## src/rtl/vec_add_pkg.sv

```systemverilog
// Shared definitions for the vec_add streaming fp32 adder:
// control FSM states, fp32 field layout and a leading-zero counter
// used by the adder's normalize stage.
package vec_add_pkg;

    typedef enum logic [2:0] {
        ST_IDLE,
        ST_READ,
        ST_ADD,
        ST_WRITE,
        ST_WRITE_EOT,
        ST_DONE
    } state_t;

    localparam int FP_EXP_W = 8;
    localparam int FP_MAN_W = 23;
    localparam int FP_BIAS  = 127;

    localparam logic [FP_EXP_W-1:0] FP_EXP_MAX = '1;
    localparam logic [31:0]         FP32_QNAN  = 32'h7FC00000;

    // Number of leading zeros in a 27-bit significand (hidden + mantissa + G/R/S).
    function automatic logic [4:0] lzc27(input logic [26:0] v);
        logic [4:0] cnt;
        logic       found;
        cnt   = 5'd0;
        found = 1'b0;
        for (int i = 26; i >= 0; i--) begin
            if (!found) begin
                if (v[i]) begin
                    found = 1'b1;
                end else begin
                    cnt = cnt + 5'd1;
                end
            end
        end
        return cnt;
    endfunction

endpackage

```

## src/rtl/fp32_add.sv

```systemverilog
// Pipelined IEEE-754 single-precision adder.
// Stage 1: unpack, special-case detection, operand swap and alignment.
// Stage 2: add/subtract and normalize.
// Stage 3: round-to-nearest-even and pack.
// Subnormals flush to signed zero, NaN results are canonical, overflow gives inf.
// The pipeline only advances while 'en' is high so the result holds afterwards.
// Depths above three are padded with plain delay stages; below three is unsupported.
module fp32_add
    import vec_add_pkg::*;
#(
    parameter int ADD_LAT = 3
) (
    input  logic        ap_clk,
    input  logic        ap_rst,
    input  logic        en,
    input  logic [31:0] a,
    input  logic [31:0] b,
    output logic [31:0] sum
);

    // hidden bit + mantissa + guard, round, sticky
    localparam int SIG_W = FP_MAN_W + 4;

    // ---------------- stage 1: unpack / specials / align ----------------
    logic                a_sign, b_sign;
    logic [FP_EXP_W-1:0] a_exp, b_exp;
    logic [FP_MAN_W-1:0] a_man, b_man;
    logic                a_zero, b_zero, a_inf, b_inf, a_nan, b_nan;
    logic                swap;
    logic                big_sign;
    logic [FP_EXP_W-1:0] big_exp, small_exp, exp_diff;
    logic [FP_MAN_W-1:0] big_man, small_man;
    logic [4:0]          shamt;
    logic [SIG_W-1:0]    big_sig, small_sig, small_aln;
    logic [SIG_W+31:0]   wide;
    logic                s1_special_d;
    logic [31:0]         s1_val_d;

    assign a_sign = a[31];
    assign a_exp  = a[30:23];
    assign a_man  = a[22:0];
    assign b_sign = b[31];
    assign b_exp  = b[30:23];
    assign b_man  = b[22:0];

    assign a_zero = (a_exp == '0);
    assign b_zero = (b_exp == '0);
    assign a_inf  = (a_exp == FP_EXP_MAX) && (a_man == '0);
    assign b_inf  = (b_exp == FP_EXP_MAX) && (b_man == '0);
    assign a_nan  = (a_exp == FP_EXP_MAX) && (a_man != '0);
    assign b_nan  = (b_exp == FP_EXP_MAX) && (b_man != '0);

    assign swap      = {b_exp, b_man} > {a_exp, a_man};
    assign big_sign  = swap ? b_sign : a_sign;
    assign big_exp   = swap ? b_exp  : a_exp;
    assign big_man   = swap ? b_man  : a_man;
    assign small_exp = swap ? a_exp  : b_exp;
    assign small_man = swap ? a_man  : b_man;

    assign big_sig   = {1'b1, big_man, 3'b000};
    assign small_sig = {1'b1, small_man, 3'b000};
    assign exp_diff  = big_exp - small_exp;
    assign shamt     = (exp_diff > 8'd31) ? 5'd31 : exp_diff[4:0];
    assign wide      = {small_sig, 32'b0} >> shamt;
    assign small_aln = wide[SIG_W+31:32] | {{(SIG_W-1){1'b0}}, |wide[31:0]};

    // Resolve NaN/inf/zero operands up front so later stages just pass them through
    always_comb begin
        s1_special_d = 1'b1;
        s1_val_d     = '0;
        if (a_nan || b_nan || (a_inf && b_inf && (a_sign != b_sign))) begin
            s1_val_d = FP32_QNAN;
        end else if (a_inf) begin
            s1_val_d = {a_sign, FP_EXP_MAX, {FP_MAN_W{1'b0}}};
        end else if (b_inf) begin
            s1_val_d = {b_sign, FP_EXP_MAX, {FP_MAN_W{1'b0}}};
        end else if (a_zero && b_zero) begin
            s1_val_d = {a_sign & b_sign, 31'b0};
        end else if (a_zero) begin
            s1_val_d = b;
        end else if (b_zero) begin
            s1_val_d = a;
        end else begin
            s1_special_d = 1'b0;
        end
    end

    logic                s1_special;
    logic [31:0]         s1_val;
    logic                s1_sign, s1_sub;
    logic [FP_EXP_W-1:0] s1_exp;
    logic [SIG_W-1:0]    s1_big, s1_small;

    // Stage 1 register: aligned operands ordered by magnitude
    always_ff @(posedge ap_clk or posedge ap_rst) begin
        if (ap_rst) begin
            s1_special <= 1'b0;
            s1_val     <= '0;
            s1_sign    <= 1'b0;
            s1_sub     <= 1'b0;
            s1_exp     <= '0;
            s1_big     <= '0;
            s1_small   <= '0;
        end else if (en) begin
            s1_special <= s1_special_d;
            s1_val     <= s1_val_d;
            s1_sign    <= big_sign;
            s1_sub     <= a_sign ^ b_sign;
            s1_exp     <= big_exp;
            s1_big     <= big_sig;
            s1_small   <= small_aln;
        end
    end

    // ---------------- stage 2: add/sub and normalize ----------------
    logic [SIG_W:0]    raw;
    logic [4:0]        lz;
    logic              s2_special_d;
    logic [31:0]       s2_val_d;
    logic signed [9:0] s2_exp_d;
    logic [SIG_W-1:0]  s2_norm_d;

    assign raw = s1_sub ? ({1'b0, s1_big} - {1'b0, s1_small})
                        : ({1'b0, s1_big} + {1'b0, s1_small});
    assign lz  = lzc27(raw[SIG_W-1:0]);

    // Bring the leading one to the hidden-bit position, keeping sticky on right shifts
    always_comb begin
        s2_special_d = s1_special;
        s2_val_d     = s1_val;
        s2_exp_d     = '0;
        s2_norm_d    = '0;
        if (!s1_special) begin
            if (raw == '0) begin
                s2_special_d = 1'b1;
                s2_val_d     = '0;
            end else if (raw[SIG_W]) begin
                s2_norm_d = {raw[SIG_W:2], raw[1] | raw[0]};
                s2_exp_d  = $signed({2'b00, s1_exp}) + 10'sd1;
            end else begin
                s2_norm_d = raw[SIG_W-1:0] << lz;
                s2_exp_d  = $signed({2'b00, s1_exp}) - $signed({5'b00000, lz});
            end
            if ((raw != '0) && (s2_exp_d <= 10'sd0)) begin
                s2_special_d = 1'b1;
                s2_val_d     = {s1_sign, 31'b0};
            end
        end
    end

    logic              s2_special;
    logic [31:0]       s2_val;
    logic              s2_sign;
    logic signed [9:0] s2_exp;
    logic [SIG_W-1:0]  s2_norm;

    // Stage 2 register: normalized significand and biased exponent
    always_ff @(posedge ap_clk or posedge ap_rst) begin
        if (ap_rst) begin
            s2_special <= 1'b0;
            s2_val     <= '0;
            s2_sign    <= 1'b0;
            s2_exp     <= '0;
            s2_norm    <= '0;
        end else if (en) begin
            s2_special <= s2_special_d;
            s2_val     <= s2_val_d;
            s2_sign    <= s1_sign;
            s2_exp     <= s2_exp_d;
            s2_norm    <= s2_norm_d;
        end
    end

    // ---------------- stage 3: round and pack ----------------
    logic [23:0]       mant24;
    logic              rnd_up;
    logic [24:0]       mant_r;
    logic signed [9:0] exp_r;
    logic [22:0]       man_f;
    logic [31:0]       res_d;

    assign mant24 = s2_norm[SIG_W-1:3];
    assign rnd_up = s2_norm[2] & (s2_norm[1] | s2_norm[0] | mant24[0]);
    assign mant_r = {1'b0, mant24} + {24'b0, rnd_up};
    assign exp_r  = mant_r[24] ? (s2_exp + 10'sd1) : s2_exp;
    assign man_f  = mant_r[24] ? mant_r[23:1] : mant_r[22:0];

    // Pack the final word, saturating exponent overflow to infinity
    always_comb begin
        res_d = '0;
        if (s2_special) begin
            res_d = s2_val;
        end else if (exp_r >= 10'sd255) begin
            res_d = {s2_sign, FP_EXP_MAX, {FP_MAN_W{1'b0}}};
        end else begin
            res_d = {s2_sign, exp_r[7:0], man_f};
        end
    end

    logic [31:0] res_q;

    // Stage 3 register: packed fp32 result
    always_ff @(posedge ap_clk or posedge ap_rst) begin
        if (ap_rst) begin
            res_q <= '0;
        end else if (en) begin
            res_q <= res_d;
        end
    end

    generate
        if (ADD_LAT > 3) begin : g_extra
            logic [31:0] dly_q [ADD_LAT-3];

            // Padding stages for deeper pipeline configurations
            always_ff @(posedge ap_clk or posedge ap_rst) begin
                if (ap_rst) begin
                    for (int i = 0; i < ADD_LAT-3; i++) begin
                        dly_q[i] <= '0;
                    end
                end else if (en) begin
                    dly_q[0] <= res_q;
                    for (int i = 1; i < ADD_LAT-3; i++) begin
                        dly_q[i] <= dly_q[i-1];
                    end
                end
            end

            assign sum = dly_q[ADD_LAT-4];
        end else begin : g_base
            assign sum = res_q;
        end
    endgenerate

endmodule

```

## src/rtl/vec_add.sv

```systemverilog
// Streaming fp32 vector adder kernel with an HLS-style block control interface.
// Pops one pair from a_s/b_s, adds it in fp32_add, pushes the sum to c, and
// repeats until an EOT head is popped, which is forwarded to c before done.
// Handshake strobes are combinational from state and the FIFO flags so a
// pop or push can never happen against an empty or full FIFO.
module vec_add
    import vec_add_pkg::*;
#(
    parameter int DATA_W  = 32,
    parameter int ADD_LAT = 3
) (
    input  logic              ap_clk,
    input  logic              ap_rst,
    input  logic              ap_start,
    output logic              ap_done,
    output logic              ap_ready,
    output logic              ap_idle,
    input  logic [63:0]       n,
    input  logic [DATA_W-1:0] a_s_dout,
    input  logic              a_s_dout_eot,
    input  logic              a_s_empty_n,
    output logic              a_s_read,
    input  logic [DATA_W-1:0] b_s_dout,
    input  logic              b_s_dout_eot,
    input  logic              b_s_empty_n,
    output logic              b_s_read,
    output logic [DATA_W-1:0] c_din,
    output logic              c_din_eot,
    input  logic              c_full_n,
    output logic              c_write
);

    localparam int CNT_W = $clog2(ADD_LAT + 1);

    state_t              state;
    logic [DATA_W-1:0]   a_q, b_q;
    logic [63:0]         n_unused_q;
    logic [CNT_W-1:0]    lat_cnt;
    logic [DATA_W-1:0]   sum;
    logic                pop;
    logic                add_en;

    assign pop    = (state == ST_READ) && a_s_empty_n && b_s_empty_n;
    assign add_en = (state == ST_ADD);

    fp32_add #(
        .ADD_LAT (ADD_LAT)
    ) u_add (
        .ap_clk (ap_clk),
        .ap_rst (ap_rst),
        .en     (add_en),
        .a      (a_q),
        .b      (b_q),
        .sum    (sum)
    );

    // Control FSM: one element per pass through READ -> ADD -> WRITE
    always_ff @(posedge ap_clk or posedge ap_rst) begin
        if (ap_rst) begin
            state      <= ST_IDLE;
            a_q        <= '0;
            b_q        <= '0;
            n_unused_q <= '0;
            lat_cnt    <= '0;
        end else begin
            case (state)
                ST_IDLE: begin
                    if (ap_start) begin
                        n_unused_q <= n;
                        state      <= ST_READ;
                    end
                end
                ST_READ: begin
                    if (pop) begin
                        a_q     <= a_s_dout;
                        b_q     <= b_s_dout;
                        lat_cnt <= '0;
                        state   <= (a_s_dout_eot || b_s_dout_eot) ? ST_WRITE_EOT : ST_ADD;
                    end
                end
                ST_ADD: begin
                    if (lat_cnt == CNT_W'(ADD_LAT - 1)) begin
                        state <= ST_WRITE;
                    end else begin
                        lat_cnt <= lat_cnt + 1'b1;
                    end
                end
                ST_WRITE: begin
                    if (c_full_n) begin
                        state <= ST_READ;
                    end
                end
                ST_WRITE_EOT: begin
                    if (c_full_n) begin
                        state <= ST_DONE;
                    end
                end
                ST_DONE: begin
                    state <= ST_IDLE;
                end
                default: begin
                    state <= ST_IDLE;
                end
            endcase
        end
    end

    assign ap_idle   = (state == ST_IDLE);
    assign ap_done   = (state == ST_DONE);
    assign ap_ready  = (state == ST_DONE);
    assign a_s_read  = pop;
    assign b_s_read  = pop;
    assign c_write   = ((state == ST_WRITE) || (state == ST_WRITE_EOT)) && c_full_n;
    assign c_din     = (state == ST_WRITE) ? sum : '0;
    assign c_din_eot = (state == ST_WRITE_EOT);

endmodule

```

## config.mk

```make
export PLATFORM = sky130hd
export DESIGN_NAME = vec_add
export DESIGN_NICKNAME = d
export VERILOG_FILES = /design/src/rtl/vec_add_pkg.sv /design/src/rtl/fp32_add.sv /design/src/rtl/vec_add.sv
export SDC_FILE = /design/constraint.sdc
export NUM_CORES = 1
export LEC_CHECK = 0
export CAP_MARGIN = 20
export CORE_ASPECT_RATIO = 1.4
export CORE_MARGIN = 2
export CORE_UTILIZATION = 55
export CTS_BUF_LIST = sky130_fd_sc_hd__clkbuf_8
export CTS_CLUSTER_SIZE = 25
export DETAILED_ROUTE_END_ITERATION = 12
export PLACE_DENSITY_LB_ADDON = 0.12
export REMOVE_ABC_BUFFERS = 1
export SLEW_MARGIN = 20
export SYNTH_ARGS = -nofsm -noshare
export SYNTH_HDL_FRONTEND = slang
export SYNTH_SLANG_ARGS = --single-unit
```

## constraint.sdc

```tcl
create_clock -name ap_clk -period 24.6 [get_ports ap_clk]
set_input_delay 2.46 -clock ap_clk [delete_from_list [all_inputs] [get_ports ap_clk]]
set_output_delay 2.46 -clock ap_clk [all_outputs]
set_load 0.05 [all_outputs]
```

* After elaboration in Yosys (flattened, before gate mapping)
Cells that the tools add are included.
** Operators by class
- $mul :: 0
- Mux-type cells :: 151
- Add/subtract/negate cells :: 34
- Reductions and logical operators :: 29
- Order comparisons :: 4
- Shifts and indexed selects :: 2
- Div/mod/pow operators :: 0
- Equal/unequal tests :: 15
- Bitwise logic cells :: 7
** Operators by type and width (number)
- $mux 32 :: 11
- $mux 5 :: 53
- $add 5x1->5 const B :: 25
- $mux 27 :: 3
- $mux 23 :: 3
- $mux 1 :: 62
- $shr 59x5->59 :: 1
- $mux 10 :: 5
- $logic_not 23->1 :: 2
- $reduce_bool 23->1 :: 2
- $reduce_or 32->1 :: 1
- $gt 31x31->1 :: 1
- $mux 31 :: 1
- $add 27x27->28 :: 1
- $logic_not 28->1 :: 1
- $mux 28 :: 1
- $reduce_bool 28->1 :: 1
- $sub 27x27->28 :: 1
- $or 27x1->27 :: 1
- $shl 27x5->27 :: 1
- $add 24x1->25 :: 1
- $mux 3 :: 6
- $eq 8x8->1 const B :: 2
- $logic_not 8->1 :: 2
- other kinds (30) :: 54
** Word-level totals
- Input port bits :: 136
- Bits in read-only memories :: 0
- Bits in writable memories :: 0
- Output and inout bits :: 39
- Bits in latches :: 0
- Register bits :: 266
- Memories kept :: 0

* Longest topological paths before layout
Gate-level depths: netlist of the first run.
- Depth in word-level cells :: 89
- Gate-level depth with buffers :: 122
- Mapped depth without buffers :: 118

* Modules after synthesis
From an unflattened synthesis of the first run, not the netlist that was laid out.
** Second synthesis, totals
- Cells, all modules :: 3063
- Area, all modules :: 24026.8 µm²
** By module, submodules not included
- fp32_add :: area each 21052.7 µm², instances 1, cells an instance 2852
- vec_add :: area each 2974.1 µm², instances 1, cells an instance 211

* Worst setup path after synthesis of the first run
Ideal clock, no wire load.
- Path kind :: reg-to-reg
- Start point :: register u_add.s1_small[11]
- End point :: register u_add.s2_val[0]
- Data arrival time :: 21.266 ns
- Library setup time :: 0.066 ns
- Slack :: 3.268 ns
- Data required time :: 24.534 ns
- Cell stages (with the launch flop) :: 121
- Cell sequence :: dfrtp_1 -> inv_1 -> ha_1 -> buf_2 -> nor3b_2 -> nor4b_2 -> o211ai_2 -> a311o_1 -> and3_1 -> a2111oi_4 -> o21ai_2 -> clkbuf_1 -> inv_1 -> ha_1 -> nor2_1 -> nor2_1 -> ha_1 -> nand2_1 -> (+85 left out) -> o211ai_1 -> a31oi_1 -> clkbuf_1 -> clkbuf_1 -> fa_1 -> nor2b_1 -> o21ai_0 -> nand2b_1 -> a211o_1 -> or3_1 -> o21ai_0 -> or4_1 -> nor4_1 -> a21oi_1 -> nor2_1 -> nor2_1 -> clkbuf_1 -> a22o_1
** On the way
- Word-level cells in the longest chain between the ends :: 89
- Elaborated cells on any way between the ends :: 134
- Those cells by class :: add/sub: 29; order compare: 1; mux: 101; reduce/logical: 3
** RTL lines
- start, declared :: line fp32_add.sv:92 : logic [SIG_W-1:0] s1_big, s1_small;
- start signal, assigned :: line fp32_add.sv:111 : s1_small <= small_aln;
- $add 27x27->28 / $sub 27x27->28 (equally long branches) :: line fp32_add.sv:124, fp32_add.sv:123
- $mux 28 * :: line fp32_add.sv:123 : assign raw = s1_sub ? ({1'b0, s1_big} - {1'b0, s1_small})
- $mux 1 :: line vec_add_pkg.sv:30 : if (v[i]) begin
- $add 1x1->2 :: line vec_add_pkg.sv:33 : cnt = cnt + 5'd1;
- $mux 5 :: line vec_add_pkg.sv:30
- $mux 5 :: line vec_add_pkg.sv:29 : if (!found) begin
- $add 5x1->5 :: line vec_add_pkg.sv:33
- $mux 5 :: line vec_add_pkg.sv:30
- (+73 left out)
- $sub 8x5->9 :: line fp32_add.sv:142 : s2_exp_d = $signed({2'b00, s1_exp}) - $signed({5'b00000, lz});
- $mux 10 :: line fp32_add.sv:137 : end else if (raw[SIG_W]) begin
- $mux 10 :: line fp32_add.sv:134 : if (raw == '0) begin
- $mux 10 :: line fp32_add.sv:133 : if (!s1_special) begin
- $le 10x1->1 :: line fp32_add.sv:144 : if ((raw != '0) && (s2_exp_d <= 10'sd0)) begin
- $logic_and 1x1->1 :: line fp32_add.sv:144
- $mux 32 * :: line fp32_add.sv:144
- $mux 32 * :: line fp32_add.sv:133
- end signal, assigned :: line fp32_add.sv:167 : s2_val <= s2_val_d;
- end, declared :: line fp32_add.sv:152 : logic [31:0] s2_val;
Mark *: on every way between the ends. The rest lies on a longest branch, timed or not. The select of a mux whose other input is x is not followed.
A chain may end at the register's enable or synchronous reset.

* Worst setup path in the final report of the first run
- Start point :: register u_add.s1_small[0]
- End point :: register u_add.s2_val[30]
Same word-level chain as after synthesis.

==> flow_summary_export.csv, run 1 <==
group,metric,value,unit
run_status,status,"complete, no violations",
timing,hold_viol,0,
critical_path,path_max_fanout,8,
placed_design,hpwl,58000,um
timing,min_period,23080,ps
placed_design,routabilityCongestion,1.01,
synthesis,async_flop_share,1.00,
clock_network,cts_tree,"built",
placed_design,portBuffers,110,
timing,slew_headroom,0.266,
timing,finalSetupViolations,0,
global_route,grt.overflow.total,0,
critical_path,cp.required,25060,ps
floorplanning,initial_core_util,0.555,
critical_path,critPathKind,"reg -> reg",
floorplanning,dieHeight,245,um
floorplanning,core,0.0411,mm^2
timing,timing.final.crit_share,0.938,
synthesis,ys_types,112,
floorplanning,fp.dieW,176,um
timing,tns,0,ps
floorplanning,die_area,0.0431,mm^2
clock_network,cts_buffers,41,
clock_network,clkLatencyLatePin,590,ps
clock_network,htreeDepth,2,
critical_path,crit_slowest_cell,"a2111o_1",
timing,max_freq,43.3,MHz
critical_path,cp_common_cell,"ha_1",
synthesis,yosysMostFrequentCell,"nand2_1",
clock_network,clk_pin_slew_worst_paths,60,ps
layout,fin_cells,3402,
placed_design,dp_slack,1310,ps
global_route,grt_use_total,0.346,
timing,setup_ws,1520,ps
routing,wl_per_cell,22.2,um
global_route,grt_pass1_wl,118000,um
synthesis,synth_compound_area_frac,0.244,
synthesis,synth.mux.area_fraction,0.0950,
critical_path,r2r.worst_path.cells,118,
synthesis,synthCells,2786,
clock_network,cts_max_path_buffers,3,
hold_path,worstHoldPathType,"reg -> reg",
global_route,grt_pass1_vias,21421,
layout,syn2layout_area_growth,10.9,%
synthesis,synth-simple-area-share,0.200,
synthesis,synth_top_family_by_area,"compound AO/OA/AOI/OAI gates",
routing,drt-vias-per-instance,6.47,
global_route,antenna_found_initial,1,
synthesis,synth_xor_area_frac,0.0532,
layout,layout.nets,3087,
synthesis,ys_ff_latch,266,
placed_design,dp.cells,3329,
synthesis,syn_area_per_cell,8.19,um^2
routing,firstDrtPassIters,9,
routing,drt-total-wl,75600,um
global_route,grt_max_degree,142,
routing,vias,22015,
critical_path,end_kind,"flip-flop",
floorplanning,rows,88,
synthesis,synth-edff-count,0,
critical_path,r2r_slack,1520,ps
critical_path,critPathLaunchType,"flip-flop",
floorplanning,ios,175,
layout,drive_above_1_share,0.0982,
synthesis,ys_warn_count,0,
hold_path,hold_depth,2,
timing,report.final.slew_viol_count,0,
critical_path,critical_path_arrival,23550,ps
synthesis,yosys-top-cells-area,"dfrtp_1, ha_1, mux2i_1",
routing,postRouteAntennaNets,0,
synthesis,synthAdderAreaFrac,0.0663,
routing,drt_iter0_drc,1907,
synthesis,synth_area_leader_cell,"dfrtp_1",
layout,finish.utilization,0.616,
synthesis,dominantRegCellSynth,"dfrtp_1",
clock_network,cts_sinks,266,
synthesis,synthTopCellsByCount,"nand2_1, dfrtp_1, nor2_1",
synthesis,syn-cell-area,0.0228,mm^2
routing,drc,0,
timing,rsz0062_at_grt,"no",
critical_path,slowest_delay,510,ps
synthesis,synth_top_area_share,0.292,
synthesis,seq_area_frac_synth,0.292,
flow_run,cap_violations,0,
timing,fin_skew,18.0,ps
timing,timing_worst_slew_pin_value,1090,ps
clock_network,cts_root_buf,"clkbuf_8",
## cells in the final DEF (no fill, tap or decap), types with 41 or more instances in the layout
| master | n |
|---|---|
| a21oi_1 | 178 |
| a22o_1 | 41 |
| a22oi_1 | 43 |
| and2_1 | 48 |
| buf_4 | 55 |
| clkbuf_8 | 50 |
| clkdlybuf4s50_1 | 110 |
| dfrtp_1 | 266 |
| ha_1 | 111 |
| inv_1 | 128 |
| mux2_2 | 71 |
| mux2i_1 | 130 |
| nand2_1 | 325 |
| nand3_1 | 54 |
| nor2_1 | 244 |
| nor3_1 | 42 |
| o21ai_0 | 228 |
| xnor2_1 | 64 |
## logic make-up after synthesis
family	count (synthesis)
and+or+nand+nor	954
AOI/OAI and AO/OA	839
buffers and inverters	285
DFF	266
muxes	206
adders and majority gates	120
xor gates and xnor gates	116
## path summary, 6_finish.rpt
kind | start | endpoint
setup / recovery | u_add.s1_small[0]$_DFFE_PP0P_ | u_add.s2_val[30]$_DFFE_PP0P_
hold / removal | u_add.sum[30]$_DFFE_PP0P_ | u_add.sum[30]$_DFFE_PP0P_
setup reg to reg | u_add.s1_small[0]$_DFFE_PP0P_ | u_add.s2_val[30]$_DFFE_PP0P_
hold reg to reg | u_add.sum[30]$_DFFE_PP0P_ | u_add.sum[30]$_DFFE_PP0P_
max in group asynchronous | ap_rst | u_add.s1_small[26]$_DFFE_PP0P_
min in group asynchronous | ap_rst | a_q[0]$_DFFE_PP0P_
## cell type report
class	instances	area, um^2
well taps	540	676
flip-flops and latches	266	6660
repair buffers	166	1530
clock inverters	21	114
fillers	3675	15800
clock buffers	50	688
inverters	123	469
diodes	1	2.50
multi-input cells	2235	15200
## per-stage QoR
stage | area [um^2] | hold slack (ps)
CTS | 25200 | 463
global placement | 24400 | 447
detailed placement | 24400 | 450
floorplan | 22100 | 430
global route | 25300 | 502
finish | 25300 | 461
## what timing repair did
| action | CTS | global route |
|---|---|---|
| endpoints found under the hold margin | 0 | 0 |
| endpoints found under the setup margin | 0 | 34 |
| gates resized for setup | 0 | 12 |
| buffers inserted | 0 | 1 |
| hold buffers | 0 | 0 |
## worst max-delay path, delay by kind of cell (launching register included)
kind                       cells  cell delay, ps
AOI/OAI and AO/OA             39            6320
adders and majority gates     26            8000
DFF                            1             410
and+or+nand+nor               35            4710
muxes                         12            2620
buffers and inverters          6             870
## flip-flops by register name, indices dropped and copies added, names as in the netlist, 2 cells and up
signal,flops
a_q,32
b_q,32
u_add.s1_val,32
u_add.s2_val,32
u_add.sum,32
u_add.s1_small,27
u_add.s2_norm,27
u_add.s1_big,24
u_add.s2_exp,10
u_add.s1_exp,8
state,3
lat_cnt,2
## layer usage
layer	vias to the layer above	GRT usage	routed length [um]
li1	10281	-	-
met1	10627	0.417	29900
met2	858	0.593	37100
met3	249	0.0384	3910
met4	0	0.205	4710
met5	-	0	0
Power of run 1 is not shown: default switching activity piles up to over one toggle a cycle in this logic, so the estimate is an artifact.
==> run 2: changes to the inputs <==
Settings changed: GPL_ROUTABILITY_DRIVEN set to 0, SETUP_SLACK_MARGIN set to 0.4.
Clock period 24.6 ns to 27.8 ns, I/O delays scaled along.
==> run 2 against run 1 <==
Net effect: via count grew 0.50%; count of clock-buffer cells in the layout is the same; sequential share of layout area grew 0.087 points; register-to-register slack gained 1000 ps; global-route usage shrank 1.1 points; core utilization shrank 0.20 points; final area shrank 0.33%; first-iteration DRC count grew 7.3%; clock skew grew 25 ps; routed wire length shrank 3.7%; non-clock buffer count shrank 17; fmax shrank 8.7%; critical path type unchanged; highest routed layer unchanged.
==> flow_summary_export.csv, run 2 (same netlist as run 1, synthesis figures left out) <==
group,metric,value,unit
global_route,grt_pass1_wl,116000,um
critical_path,crit_slowest_cell,"a2111oi_4",
routing,wl_per_cell,21.5,um
placed_design,portBuffers,110,
placed_design,place_area,0.0243,mm^2
floorplanning,rows,88,
clock_network,htreeDepth,2,
timing,timing.final.crit_share,0.910,
timing,min_period,25290,ps
clock_network,cts_root_buf,"clkbuf_8",
timing,finalSetupViolations,0,
floorplanning,die_area,0.0431,mm^2
clock_network,cts_resized,0,
floorplanning,fp.dieW,176,um
global_route,antenna_found_initial,1,
routing,drt-total-wl,72800,um
critical_path,end_kind,"flip-flop",
layout,syn2layout_area_growth,10.6,%
placed_design,dp.cells,3313,
routing,postRouteAntennaNets,0,
clock_network,clk_pin_slew_worst_paths,90,ps
routing,drc,0,
hold_path,worstHoldPathType,"reg -> reg",
critical_path,path_max_fanout,21,
floorplanning,initial_core_util,0.555,
timing,rsz0062_at_grt,"no",
routing,drt-vias-per-instance,6.53,
layout,final_common_cell,"nand2_1",
layout,finish.utilization,0.614,
routing,drt_iter0_drc,2046,
routing,firstDrtPassIters,7,
run_status,status,"complete, no violations",
flow_run,cap_violations,0,
critical_path,critical_path_arrival,25790,ps
global_route,grt_use_total,0.335,
global_route,grt.overflow.total,0,
critical_path,critPathLaunchType,"flip-flop",
global_route,grt_max_degree,132,
clock_network,clkLatencyLatePin,600,ps
timing,max_freq,39.5,MHz
floorplanning,ios,175,
layout,layout_common_cells,"nand2_1, dfrtp_1, nor2_1",
layout,drive_above_1_share,0.0914,
critical_path,slowest_delay,710,ps
clock_network,ctsHoldBuffers,0,
layout,layout.nets,3070,
timing,fin_skew,42.8,ps
layout,fill_cells,3692,
timing,timing_worst_slew_pin_value,1030,ps
timing,hold_viol,0,
floorplanning,dieHeight,245,um
layout,final_area,0.0252,mm^2
clock_network,cts_max_path_buffers,3,
timing,tns,0,ps
clock_network,cts_buffers,41,
critical_path,cp.required,28300,ps
clock_network,cts_sinks,266,
clock_network,cts_tree,"built",
routing,vias,22126,
critical_path,cp_common_cell,"ha_1",
critical_path,critPathKind,"reg -> reg",
layout,fin_cells,3386,
floorplanning,core,0.0411,mm^2
clock_network,cts_setup_buffers,0,
global_route,grt_pass1_vias,21536,
placed_design,hpwl,54700,um
timing,report.final.slew_viol_count,0,
timing,slew_headroom,0.306,
-- run 2: changes by cell type in the layout (fill, tap and decap cells not counted), sizes merged --
| cell | previous run | this run |
|---|---|---|
| buf | 56 | 39 |
| inv | 135 | 129 |
| bufinv | 0 | 4 |
| clkinv | 9 | 11 |
| clkinvlp | 0 | 1 |
-- run 2: stage by stage --
stage	worst slack, ps	hold WS (ps)
3_5_place_dp	3150	453
6_report	2510	461
5_1_grt	880	499
3_3_place_gp	3800	449
4_1_cts	3050	466
2_1_floorplan	4560	430
-- run 2: final cells by class --
cell class                      instances  area, um^2  area share
Clock buffer                           50         688      0.0273
Sequential cell                       266        6660       0.264
Multi-Input combinational cell       2235       15100       0.599
Inverter                              123         469      0.0186
Clock inverter                         22         214     0.00848
Antenna cell                            1        2.50   0.0000992
Tap cell                              540         676      0.0268
Timing Repair Buffer                  149        1390      0.0553
-- run 2: worst max-delay path: cells and delay by family (launching register included) --
kind	cells	cell delay, ps
AOI/OAI and AO/OA	40	8860
buffers and inverters	6	980
adders and majority gates	25	7930
and+or+nand+nor	29	3640
muxes	11	2330
DFF	1	370
xor gates and xnor gates	2	1100
-- run 2: final timing paths --
| kind | start | to | slack, ps | depth (start not counted) |
|---|---|---|---|---|
| setup / recovery | u_add.s1_small[23]$_DFFE_PP0P_ | u_add.s2_val[17]$_DFFE_PP0P_ | 2510 | 113 |
| hold / removal | u_add.sum[30]$_DFFE_PP0P_ | u_add.sum[30]$_DFFE_PP0P_ | 460 | 2 |
| setup reg to reg | u_add.s1_small[23]$_DFFE_PP0P_ | u_add.s2_val[17]$_DFFE_PP0P_ | 2510 | 113 |
| hold reg to reg | u_add.sum[30]$_DFFE_PP0P_ | u_add.sum[30]$_DFFE_PP0P_ | 460 | 2 |
| max in group asynchronous | ap_rst | u_add.s1_big[26]$_DFFE_PP0P_ | 23650 | 3 |
| min in group asynchronous | ap_rst | a_q[28]$_DFFE_PP0P_ | 2720 | 2 |
-- run 2: per-layer routing --
layer	vias to the layer above	routed length, um	track usage	part of all wire
met5	-	0	0	0
met4	0	5150	0.205	0.071
met3	280	4060	0.0397	0.056
met2	1018	35100	0.573	0.48
met1	10578	28500	0.401	0.39
li1	10250	-	-	-
Power of run 2 is left out for the same reason.
